File: src/rtl/uart_dm_pkg.sv
// Shared types and constants for the UART data-memory loader.
// UART_PARITY_EN selects 8E1 framing on rx and tx instead of 8N1.
package uart_dm_pkg;

  typedef enum logic [2:0] {
    StIdle, StAddrHi, StAddrLo, StData, StWrite, StRdReq, StRdWait, StTxResp
  } cmd_state_e;

  typedef enum logic [2:0] {RxIdle, RxStart, RxData, RxParity, RxStop} rx_state_e;

  localparam logic [7:0] CMD_WR  = 8'h57;
  localparam logic [7:0] CMD_RD  = 8'h52;
  localparam logic [7:0] RSP_ACK = 8'h4B;
  localparam logic [7:0] RSP_NAK = 8'h3F;

`ifdef UART_PARITY_EN
  localparam int unsigned FrameBits = 11;
`else
  localparam int unsigned FrameBits = 10;
`endif

  // Full serial frame, bit 0 is the start bit.
  function automatic logic [FrameBits-1:0] tx_frame(input logic [7:0] b);
`ifdef UART_PARITY_EN
    return {1'b1, ^b, b, 1'b0};
`else
    return {1'b1, b, 1'b0};
`endif
  endfunction

endpackage

File: src/rtl/uart_rx.sv
// UART receiver: 2-flop synchroniser, mid-bit sampling, framing (and optional parity) check.
// UART_PARITY_EN adds an even parity bit between bit 7 and the stop bit.
module uart_rx
  import uart_dm_pkg::*;
#(
  parameter int unsigned CLKS_PER_BIT = 434
) (
  input  logic       clk_i,
  input  logic       rst_ni,
  input  logic       rx_i,
  output logic       rx_valid_o,
  output logic [7:0] rx_byte_o,
  output logic       rx_err_o
);

  localparam int unsigned CntW = $clog2(CLKS_PER_BIT);
  localparam logic [CntW-1:0] BitEnd  = CntW'(CLKS_PER_BIT - 1);
  localparam logic [CntW-1:0] HalfEnd = CntW'(CLKS_PER_BIT / 2 - 1);

  rx_state_e       state_q;
  logic            rx_meta_q, rx_sync_q, rx_prev_q;
  logic [CntW-1:0] cnt_q;
  logic [2:0]      bit_q;
  logic [7:0]      shift_q;
  logic            bit_end, frame_ok;

  assign bit_end = (cnt_q == BitEnd);

`ifdef UART_PARITY_EN
  logic par_bad_q;
  assign frame_ok = rx_sync_q & ~par_bad_q;
`else
  assign frame_ok = rx_sync_q;
`endif

  always_ff @(posedge clk_i or negedge rst_ni) begin
    if (!rst_ni) begin
      state_q    <= RxIdle;
      rx_meta_q  <= 1'b1;
      rx_sync_q  <= 1'b1;
      rx_prev_q  <= 1'b1;
      cnt_q      <= '0;
      bit_q      <= '0;
      shift_q    <= '0;
      rx_valid_o <= 1'b0;
      rx_byte_o  <= '0;
      rx_err_o   <= 1'b0;
`ifdef UART_PARITY_EN
      par_bad_q  <= 1'b0;
`endif
    end else begin
      rx_meta_q  <= rx_i;
      rx_sync_q  <= rx_meta_q;
      rx_prev_q  <= rx_sync_q;
      rx_valid_o <= 1'b0;
      rx_err_o   <= 1'b0;
      unique case (state_q)
        RxIdle: begin
          if (rx_prev_q && !rx_sync_q) begin
            state_q <= RxStart;
            cnt_q   <= '0;
          end
        end
        RxStart: begin
          if (cnt_q == HalfEnd) begin
            cnt_q   <= '0;
            bit_q   <= '0;
            // A line that is high again by mid-start was a glitch.
            state_q <= rx_sync_q ? RxIdle : RxData;
          end else begin
            cnt_q <= cnt_q + 1'b1;
          end
        end
        RxData: begin
          if (bit_end) begin
            cnt_q   <= '0;
            shift_q <= {rx_sync_q, shift_q[7:1]};
            bit_q   <= bit_q + 3'd1;
            if (bit_q == 3'd7) begin
`ifdef UART_PARITY_EN
              state_q <= RxParity;
`else
              state_q <= RxStop;
`endif
            end
          end else begin
            cnt_q <= cnt_q + 1'b1;
          end
        end
`ifdef UART_PARITY_EN
        RxParity: begin
          if (bit_end) begin
            cnt_q     <= '0;
            par_bad_q <= rx_sync_q ^ (^shift_q);
            state_q   <= RxStop;
          end else begin
            cnt_q <= cnt_q + 1'b1;
          end
        end
`endif
        RxStop: begin
          if (bit_end) begin
            state_q <= RxIdle;
            if (frame_ok) begin
              rx_valid_o <= 1'b1;
              rx_byte_o  <= shift_q;
            end else begin
              rx_err_o <= 1'b1;
            end
          end else begin
            cnt_q <= cnt_q + 1'b1;
          end
        end
        default: state_q <= RxIdle;
      endcase
    end
  end

endmodule

File: src/rtl/uart_dm_loader.sv
// UART command controller driving the core's external data-memory port (word write/read).
// UART_PARITY_EN switches rx and tx framing from 8N1 to 8E1.
module uart_dm_loader
  import uart_dm_pkg::*;
#(
  parameter int unsigned CLKS_PER_BIT   = 434,
  parameter int unsigned TIMEOUT_CYCLES = 1_000_000
) (
  input  logic        CLK,
  input  logic        nrst,
  input  logic        rx,
  output logic        tx,
  output logic [3:0]  con_write,
  output logic [9:0]  con_addr,
  output logic [31:0] con_in,
  input  logic [31:0] con_out,
  output logic        busy,
  output logic        err
);

  localparam int unsigned CntW = $clog2(CLKS_PER_BIT);
  localparam int unsigned ToW  = $clog2(TIMEOUT_CYCLES);
  localparam logic [CntW-1:0] BitEnd = CntW'(CLKS_PER_BIT - 1);
  localparam logic [ToW-1:0]  ToEnd  = ToW'(TIMEOUT_CYCLES - 1);

  logic       rx_valid, rx_err;
  logic [7:0] rx_byte;

  cmd_state_e     state_q;
  logic           is_wr_q;
  logic [9:0]     addr_q;
  logic [23:0]    data_q;
  logic [1:0]     byte_cnt_q;
  logic [ToW-1:0] to_cnt_q;
  logic [31:0]    resp_q;
  logic [2:0]     resp_cnt_q;
  logic [3:0]     con_write_q;
  logic [9:0]     con_addr_q;
  logic [31:0]    con_in_q;
  logic           err_q;

  logic [FrameBits-1:0] tx_shift_q;
  logic                 tx_busy_q;
  logic [CntW-1:0]      tx_cnt_q;
  logic [3:0]           tx_left_q;

  logic       collecting, timeout, rx_err_seen, tx_req;
  logic [7:0] tx_data;

  uart_rx #(
    .CLKS_PER_BIT(CLKS_PER_BIT)
  ) u_rx (
    .clk_i     (CLK),
    .rst_ni    (nrst),
    .rx_i      (rx),
    .rx_valid_o(rx_valid),
    .rx_byte_o (rx_byte),
    .rx_err_o  (rx_err)
  );

  always_comb begin
    collecting  = state_q inside {StAddrHi, StAddrLo, StData};
    timeout     = collecting && (to_cnt_q == ToEnd);
    // Errors during write/read/response phases are ignored like any other byte there.
    rx_err_seen = rx_err && (collecting || state_q == StIdle);
    tx_req      = 1'b0;
    tx_data     = RSP_ACK;
    unique case (state_q)
      StIdle: begin
        if (rx_valid && !tx_busy_q && rx_byte != CMD_WR && rx_byte != CMD_RD) begin
          tx_req  = 1'b1;
          tx_data = RSP_NAK;
        end
      end
      StWrite: tx_req = 1'b1;
      StTxResp: begin
        if (!tx_busy_q && resp_cnt_q != 3'd4) begin
          tx_req  = 1'b1;
          tx_data = resp_q[7:0];
        end
      end
      default: ;
    endcase
  end

  always_ff @(posedge CLK or negedge nrst) begin
    if (!nrst) begin
      state_q     <= StIdle;
      is_wr_q     <= 1'b0;
      addr_q      <= '0;
      data_q      <= '0;
      byte_cnt_q  <= '0;
      to_cnt_q    <= '0;
      resp_q      <= '0;
      resp_cnt_q  <= '0;
      con_write_q <= '0;
      con_addr_q  <= '0;
      con_in_q    <= '0;
      err_q       <= 1'b0;
      tx_shift_q  <= '1;
      tx_busy_q   <= 1'b0;
      tx_cnt_q    <= '0;
      tx_left_q   <= '0;
    end else begin
      con_write_q <= '0;
      err_q       <= timeout || rx_err_seen;

      if (tx_req) begin
        tx_shift_q <= tx_frame(tx_data);
        tx_busy_q  <= 1'b1;
        tx_cnt_q   <= '0;
        tx_left_q  <= 4'(FrameBits);
      end else if (tx_busy_q) begin
        if (tx_cnt_q == BitEnd) begin
          tx_cnt_q <= '0;
          if (tx_left_q == 4'd1) begin
            tx_busy_q  <= 1'b0;
            tx_shift_q <= '1;
          end else begin
            tx_shift_q <= {1'b1, tx_shift_q[FrameBits-1:1]};
            tx_left_q  <= tx_left_q - 4'd1;
          end
        end else begin
          tx_cnt_q <= tx_cnt_q + 1'b1;
        end
      end

      if (collecting) to_cnt_q <= rx_valid ? '0 : to_cnt_q + 1'b1;

      unique case (state_q)
        StIdle: begin
          if (rx_valid && !tx_busy_q && (rx_byte == CMD_WR || rx_byte == CMD_RD)) begin
            is_wr_q  <= (rx_byte == CMD_WR);
            to_cnt_q <= '0;
            state_q  <= StAddrHi;
          end
        end
        StAddrHi: begin
          if (timeout || rx_err) begin
            state_q <= StIdle;
          end else if (rx_valid) begin
            addr_q[9:8] <= rx_byte[1:0];
            state_q     <= StAddrLo;
          end
        end
        StAddrLo: begin
          if (timeout || rx_err) begin
            state_q <= StIdle;
          end else if (rx_valid) begin
            addr_q[7:0] <= rx_byte;
            byte_cnt_q  <= '0;
            if (is_wr_q) begin
              state_q <= StData;
            end else begin
              con_addr_q <= {addr_q[9:8], rx_byte};
              state_q    <= StRdReq;
            end
          end
        end
        StData: begin
          if (timeout || rx_err) begin
            state_q <= StIdle;
          end else if (rx_valid) begin
            byte_cnt_q <= byte_cnt_q + 2'd1;
            unique case (byte_cnt_q)
              2'd0: data_q[7:0]   <= rx_byte;
              2'd1: data_q[15:8]  <= rx_byte;
              2'd2: data_q[23:16] <= rx_byte;
              default: begin
                con_in_q    <= {rx_byte, data_q};
                con_addr_q  <= addr_q;
                con_write_q <= 4'hF;
                state_q     <= StWrite;
              end
            endcase
          end
        end
        StWrite:  state_q <= StIdle;
        StRdReq:  state_q <= StRdWait;
        StRdWait: begin
          resp_q     <= con_out;
          resp_cnt_q <= '0;
          state_q    <= StTxResp;
        end
        StTxResp: begin
          if (!tx_busy_q) begin
            if (resp_cnt_q == 3'd4) begin
              state_q <= StIdle;
            end else begin
              resp_q     <= {8'h00, resp_q[31:8]};
              resp_cnt_q <= resp_cnt_q + 3'd1;
            end
          end
        end
        default: state_q <= StIdle;
      endcase
    end
  end

  assign tx        = tx_shift_q[0];
  assign con_write = con_write_q;
  assign con_addr  = con_addr_q;
  assign con_in    = con_in_q;
  assign busy      = (state_q != StIdle);
  assign err       = err_q;

endmodule

File: config.mk
export PLATFORM = sky130hd
export DESIGN_NAME = uart_dm_loader
export DESIGN_NICKNAME = d
export VERILOG_FILES = /design/src/rtl/uart_dm_pkg.sv /design/src/rtl/uart_rx.sv /design/src/rtl/uart_dm_loader.sv
export SDC_FILE = /design/constraint.sdc
export NUM_CORES = 1
export LEC_CHECK = 0
export BUFFER_PORTS_ARGS = -buffer_cell sky130_fd_sc_hd__buf_2
export CAP_MARGIN = 5
export CORE_UTILIZATION = 35
export CTS_BUF_LIST = sky130_fd_sc_hd__clkbuf_8
export DETAILED_ROUTE_END_ITERATION = 7
export PLACE_DENSITY = 0.6
export SETUP_SLACK_MARGIN = 0.3
export SKIP_CTS_REPAIR_TIMING = 1
export SYNTH_ARGS = -nofsm -noshare
export SYNTH_HDL_FRONTEND = slang
export SYNTH_SLANG_ARGS = --single-unit
export TNS_END_PERCENT = 5
File: constraint.sdc
create_clock -name CLK -period 3.8 [get_ports CLK]
set_clock_uncertainty 0.05 [all_clocks]
set_input_delay 0.19 -clock CLK [delete_from_list [all_inputs] [get_ports CLK]]
set_output_delay 0.19 -clock CLK [all_outputs]
set_load 0.02 [all_outputs]
# Word level (Yosys, flattened, before mapping)
# Cells that the tools add are included.
[classes] add_sub_neg=7 multipliers=0 n_div=0 order_cmp=0 n_eq_ne=45 n_shift=0 n_mux=80 n_bitwise=2 n_reduce_logical=44
[op_table] operator="2-to-1 mux 10 bit" n=9
[op_table] operator="2-to-1 mux 20 bit" n=4
[op_table] operator="2-to-1 mux 9 bit" n=8
[op_table] operator="2-to-1 mux 32 bit" n=2
[op_table] operator="case mux 32 bit (2 select lines)" n=1
[op_table] operator="2-to-1 mux 3 bit" n=20
[op_table] operator="case mux 9 bit (4 select lines)" n=1
[op_table] operator="2-to-1 mux 4 bit" n=8
[op_table] operator="case mux 3 bit (8 select lines)" n=1
[op_table] operator="equality test 3 bit, second input constant" n=7
[op_table] operator="AND reduction 3 bit" n=7
[op_table] operator="adder 20 x 1 -> 20 bit, second input constant" n=1
[op_table] operator="equality test 20 bit, second input constant" n=1
[op_table] operator="case mux 10 bit (2 select lines)" n=1
[op_table] operator="adder 9 x 1 -> 9 bit, second input constant" n=2
[op_table] operator="equality test 9 bit, second input constant" n=2
[op_table] operator="!= test 2 bit, second input constant" n=9
[op_table] operator="equality test 8 x 7 -> 1 bit, second input constant" n=2
[op_table] operator="!= test 2 x 1 -> 1 bit, second input constant" n=8
[op_table] operator="!= test 8 x 7 -> 1 bit, second input constant" n=2
[op_table] operator="case mux 8 bit (2 select lines)" n=1
[op_table] operator="AND reduction 4 bit" n=4
[op_table] operator="AND reduction 7 bit" n=2
[op_table] operator="2-to-1 mux 1 bit" n=12
[op_table] operator="other kinds (31)" n=63
[totals] reg_bits=202 latchBits=0 ram_bits=0 mem_bits_ro=0 in_bits=35 output_inout_bits=49 elab_cells=207 mem_count=0

# Longest topological paths before layout
[logic_depth] ltp_word=8 ltp_mapped=10 ltp_nobuf=7

# Modules after synthesis
# Synthesis repeated with hierarchy kept, for this count alone.
[unflattened] cells_unflattened=793 hier_area_um2=9328.9
[modules_own_cells] module="uart_dm_loader" n_inst=1 cells_each=643 area_per_inst_um2=7558.5 seq_area_each_um2=4065.1
[modules_own_cells] module="uart_rx" n_inst=1 cells_each=150 area_per_inst_um2=1770.4 seq_area_each_um2=904.6

# Least setup slack after synthesis
# OpenSTA, ideal clock, no wires.
[synth_path] path_type="flip-flop to flip-flop" startpoint="register to_cnt_q[8]" endpoint="register con_in_q[10] (netlist: con_in[10])" setup_ns=0.128 t_arrival_ns=2.134 slack_ns=1.488 stages_incl_launch_ff=7 synth_period_minus_slack_ns=2.312 cell_sequence="dfrtp_1 -> or4_1 -> nor4_4 -> a211oi_4 -> nand2_4 -> buf_6 -> mux2_1"
[synth_via] elab_chain_cells=5
[synth_lines] item="start, declared" line_no="uart_dm_loader.sv:34" text="logic [ToW-1:0] to_cnt_q;"
[synth_lines] item="start signal, assigned" line_no="uart_dm_loader.sv:128" text="if (collecting) to_cnt_q <= rx_valid ? '0 : to_cnt_q + 1'b1;"
[synth_lines] item="equality test 20 bit" line_no="uart_dm_loader.sv:63" text="timeout = collecting && (to_cnt_q == ToEnd);"
[synth_lines] item="logical AND 1 bit" line_no="uart_dm_loader.sv:63"
[synth_lines] item="logical OR 1 bit" line_no="uart_dm_loader.sv:161" text="if (timeout || rx_err) begin"
[synth_lines] item="inverter 1 bit (no source line)"
[synth_lines] item="AND reduction 4 bit (no source line)"
[synth_lines] item="end signal, assigned" line_no="uart_dm_loader.sv:170" text="con_in_q <= {rx_byte, data_q};"
[synth_lines] item="end, declared" line_no="uart_dm_loader.sv:39" text="logic [31:0] con_in_q;"
# No other way between the ends.
# A chain may end at the register's enable or synchronous reset.

# Worst setup path after layout
[layout_path] startpoint="register state_q[2]" endpoint="register con_in_q[3] (netlist: con_in[3])"
[layout_via] elab_chain_cells=6 word_cells_on_any_way=8 classes_between="eq/ne: 3; bitwise: 1; reduce/logical: 4"
[layout_lines] item="start, declared" line_no="uart_dm_loader.sv:29" text="cmd_state_e state_q;"
[layout_lines] item="start signal, assigned" line_no="uart_dm_loader.sv:88" text="state_q <= StIdle;"
[layout_lines] item="start signal, assigned" line_no="uart_dm_loader.sv:135" text="state_q <= StAddrHi;"
[layout_lines] item="start signal, assigned" line_no="uart_dm_loader.sv:140" text="state_q <= StIdle;"
[layout_lines] item="equality test 3 x 1 -> 1 bit (tied with other cells)" line_no="uart_dm_loader.sv:62" text="collecting = state_q inside {StAddrHi, StAddrLo, StData};"
[layout_lines] item="nonzero test 3 bit" line_no="uart_dm_loader.sv:62"
[layout_lines] item="logical AND 1 bit" line_no="uart_dm_loader.sv:63"
[layout_lines] item="logical OR 1 bit" line_no="uart_dm_loader.sv:161"
[layout_lines] item="inverter 1 bit (no source line)"
[layout_lines] item="AND reduction 4 bit (no source line) (*)"
# Every way passes the cells marked *; elsewhere a longest branch is shown, timed or not.

==> summary by stage <==
Outcome
The run finished, with violations left. The checks that failed: negative hold slack.

Clock network
The clock-pin slew reported for the worst setup and hold paths after clock tree synthesis is 0.11 ns. The clock tree from TritonCTS is done. The root buffer cell chosen for the clock tree is clkbuf_8. Counting the buffers created by CTS gives 17. The H-tree generated during clock tree synthesis spans 4 levels. The clock net in this run drives a total of 198 sinks. The clock latency reported for the late side of the worst-skew pair is ~0.49 ns. The maximum count of clock buffers along a single path is 2.

Logic synthesis
Of the synthesized area, sequential elements account for 54.75%. The top flip-flop cell by instance count after synthesis is dfrtp_1. Ranked by total cell area, the synthesized netlist is headed by dfrtp_1 51%, mux2_2 9.1%, nand2_1 3.6%, mux2_1 3.6%, dfstp_2 3.5%.

Yosys instantiated no cell more often than dfrtp_1. The largest total area in the synthesized netlist belongs to dfrtp_1. Yosys mapped a number of flops with a built-in enable equal to 0.

The synthesized design contains roughly 200 register bits. The share of async-settable or async-resettable flops after synthesis is 100.0%. A synthesized cell averages ~11 sq um. The cell area that synthesis handed to floorplanning was 0.009077 sq mm. The warning count from the yosys run is 0. The area share of the leading cell type in the synthesized netlist is 51.27%. The synthesized netlist cell count is 797. Counting instances in the post-synthesis netlist gives the leading cell types as 186 x dfrtp_1, 88 x nand2_1, 73 x mux2_2. Counting every net in the synthesized netlist gives 848. The number of different library cells used by synthesis comes to 67.

Critical path
The family of cells with the greatest summed delay on the critical path is simple AND/OR/NAND/NOR gates. In this run the worst path has a maximum fanout of 33. Walking the worst path, the cells encountered are inv_1, nand3_1, a211oi_4, nand2_4, mux2_1. Counting buffers and inverters, the worst setup path is 5 cells deep. The critical path launch point type is a flop. The end point of the critical path is con_in[3]. The setup slack of the worst register-to-register path is ~1.1 ns. The worst register-to-register path begins at state_q[2]. The endpoint class of the critical path is a flop. The number of cells on the worst reg-to-reg path is 5. The worst endpoint required time is 4.11 ns. The number of buffers and inverters on the critical path is 1. The type of the setup path with the least slack is reg -> reg. On the critical path, the stage with the largest delay is an instance of a211oi_4. Tracing the worst setup path back leads to its startpoint at state_q[2]. The critical path's largest stage delay is 0.56 ns. The worst flop-to-flop path endpoint is con_in[3]. The arrival time at the worst endpoint is 3.03 ns.

STA
The final sum of negative setup slack is 0 ns. For the pin with the worst max-slew slack, the measured transition is 0.8691 ns. Setup repair after global routing left no endpoint under its margin. Measured against its own limit, the worst slew margin works out to 42.06%.

For this run, the top clock speed supported by timing is 0.3686 GHz. The final worst hold slack is -0.02074 ns. The worst path meets setup with 1.087 ns of slack.

After layout, the minimum clock period comes to 2.713 ns. The hold violation total from the final report was 1. The number of slew-limit violations in the final report was 0.

The share of the clock period used by the worst path after layout is around 70%. Setup violations remaining at the end of the flow were counted as 0.

Pwr
The power share of the clock group is 38.3%. The switching power is 1.075 mW. The sequential group share of total power is 56.4%. The worst-case vdd ir drop is 0.0002399 V. The internal portion of the total power is around 2.8 mW. For this design the static power due to leakage is 5.096 nW. The logic gate share of total power is 5.3%. The switching power as a share of total power is about 28%.

The power density over cell area is 363.3 mW/mm^2.

Drt
The count of unresolved DRC violations after routing is 0. Once detail routing completed, the nets flagged for antenna violations numbered 0. After detailed routing, the total wire length is 18.32 mm.

The routed layout has 6,175 vias. After detailed routing, the number of vias per cell comes to about 5. Dividing the detail-routed wire length by the instance count gives 14.67 um. The first-iteration detailed-routing DRC count is 260.

The first-pass iteration count of the detailed router is 6.

Floorplanning
The boundary pin count is 84. Measured along the y axis, the die boundary spans roughly 160 um. The floorplan has 58 rows. The die footprint is between 0.02 and 0.03 sq mm. The floorplan core area is 0.02533 sq mm. The starting utilization of the core area is 35.84%. The die width is approximately 160 um.

Cells and area
0 antenna diodes ended up in the layout. The post-route netlist has 24.70% of its cells at a drive strength greater than 1. From synthesis to final layout, the design area changed by 16.87%. At the end of the flow, the number of nets in the layout was 957. At the end of the flow the core is filled with cells to a little over two fifths. The count of placed standard cells in the final layout, fillers left out is between 1,000 and 1,500.

GRT
The first-pass GRT wire length is roughly 30 mm. After global routing the overflow that remains totals 0. The via count of the first global-routing pass is 5,854. The initial antenna violation count is 0. Entering global routing, the biggest net connects 111 pins. The overall fraction of global-route tracks in use is between 10% and 20%.

Job
The number of violations of the max-capacitance limit is 0.

Placed design
The congestion estimate from routability-driven global placement came to 0.8280. OpenSTA, run right after detailed placement, puts the worst setup slack at 1.062 ns. The HPWL reported at the end of detailed placement is approximately 12 mm. The number of placed instances, taps included is 1,184. During placement, the flow inserted port buffers numbering 83.

Worst hold path
The type of the most critical hold path is in -> reg.
[kinds of logic after synthesis]
logic type	after synthesis	synth area share [%]
adders and majority gates	16	2.205
AOI/OAI and AO/OA	108	7.719
muxes	127	15.41
and+or+nand+nor	253	13.84
DFF	198	54.75
buffers and inverters	64	3.087
xor gates and xnor gates	31	2.991
[cell type report]
class | count | area [sq um]
fillers | 2374 | 14720
flip-flops and latches | 198 | 4970
multi-input cells | 535 | 3830
repair buffers | 123 | 819.5
well taps | 330 | 412.9
clock buffers | 17 | 234.0
clock inverters | 15 | 226.5
inverters | 31 | 116.4
[layer usage]
| layer | GRT usage (%) | up-vias | part of all wire, % |
|---|---|---|---|
| li1 | - | 3002 | - |
| met1 | 20.19 | 3073 | 49 |
| met2 | 22.67 | 81 | 47 |
| met3 | 2.869 | 19 | 2.6 |
| met4 | 4.163 | 0 | 1.1 |
| met5 | 0 | - | 0 |
[power groups by stage]
| stage | registers [mW] | clock network, mW | logic (mW) |
|---|---|---|---|
| after floorplan | 2.20 | 0 | 0.0984 |
| after CTS | 2.17 | 1.53 | 0.183 |
| final | 2.17 | 1.48 | 0.204 |
| after global placement | 2.21 | 0 | 0.179 |
| after detailed placement | 2.21 | 0 | 0.182 |
| after global routing | 2.18 | 1.61 | 0.234 |
[sequential cells by signal (all words and copies together), names as in the netlist, 4 cells and up]
register,cells
tx_shift_q,9
data_q,24
con_addr,10
resp_q,32
tx_cnt_q,9
con_in,32
tx_left_q,4
to_cnt_q,20
u_rx.shift_q,8
addr_q,10
u_rx.cnt_q,9
u_rx.rx_byte_o,8
[placed cells by master (no fill, tap or decap), types with 16 or more instances in the layout]
cell,instances
xnor2_1,19
dfrtp_1,186
o21ai_0,42
mux2_2,73
clkbuf_8,18
mux2_1,29
a21oi_1,20
ha_1,16
dlygate4sd3_1,33
mux2i_1,25
nor2_1,53
buf_2,82
nand2_1,88
nand3_1,24
inv_1,31
[worst min path at each step]
stage                            from              to  slack [ns]  depth (start not counted)
after floorplan                  nrst       addr_q[0]       -0.16                          0
after global placement             rx  u_rx.rx_meta_q        0.24                          1
final                     con_out[20]      resp_q[20]       -0.02                          3
after CTS                          rx  u_rx.rx_meta_q       -0.30                          1
after detailed placement           rx  u_rx.rx_meta_q        0.25                          1
after global routing      con_out[20]      resp_q[20]        0.02                          3
[stage by stage]
step	power, mW	hold WS (ns)	cell area, sq um
after detailed placement	2.396	0.2461	9818
final	3.854	-0.02074	10610
after CTS	3.891	-0.3032	10280
after floorplan	2.301	-0.1556	9077
after global placement	2.393	0.2442	9818
after global routing	4.030	0.02441	10610
[worst min-delay path: cells and delay by family]
family | cells | cell delay [ns]
buf+inv | 1 | 0.09
compound gates | 1 | 0.13
mux | 1 | 0.05
Note: power is estimated with default switching activity, not from simulation.
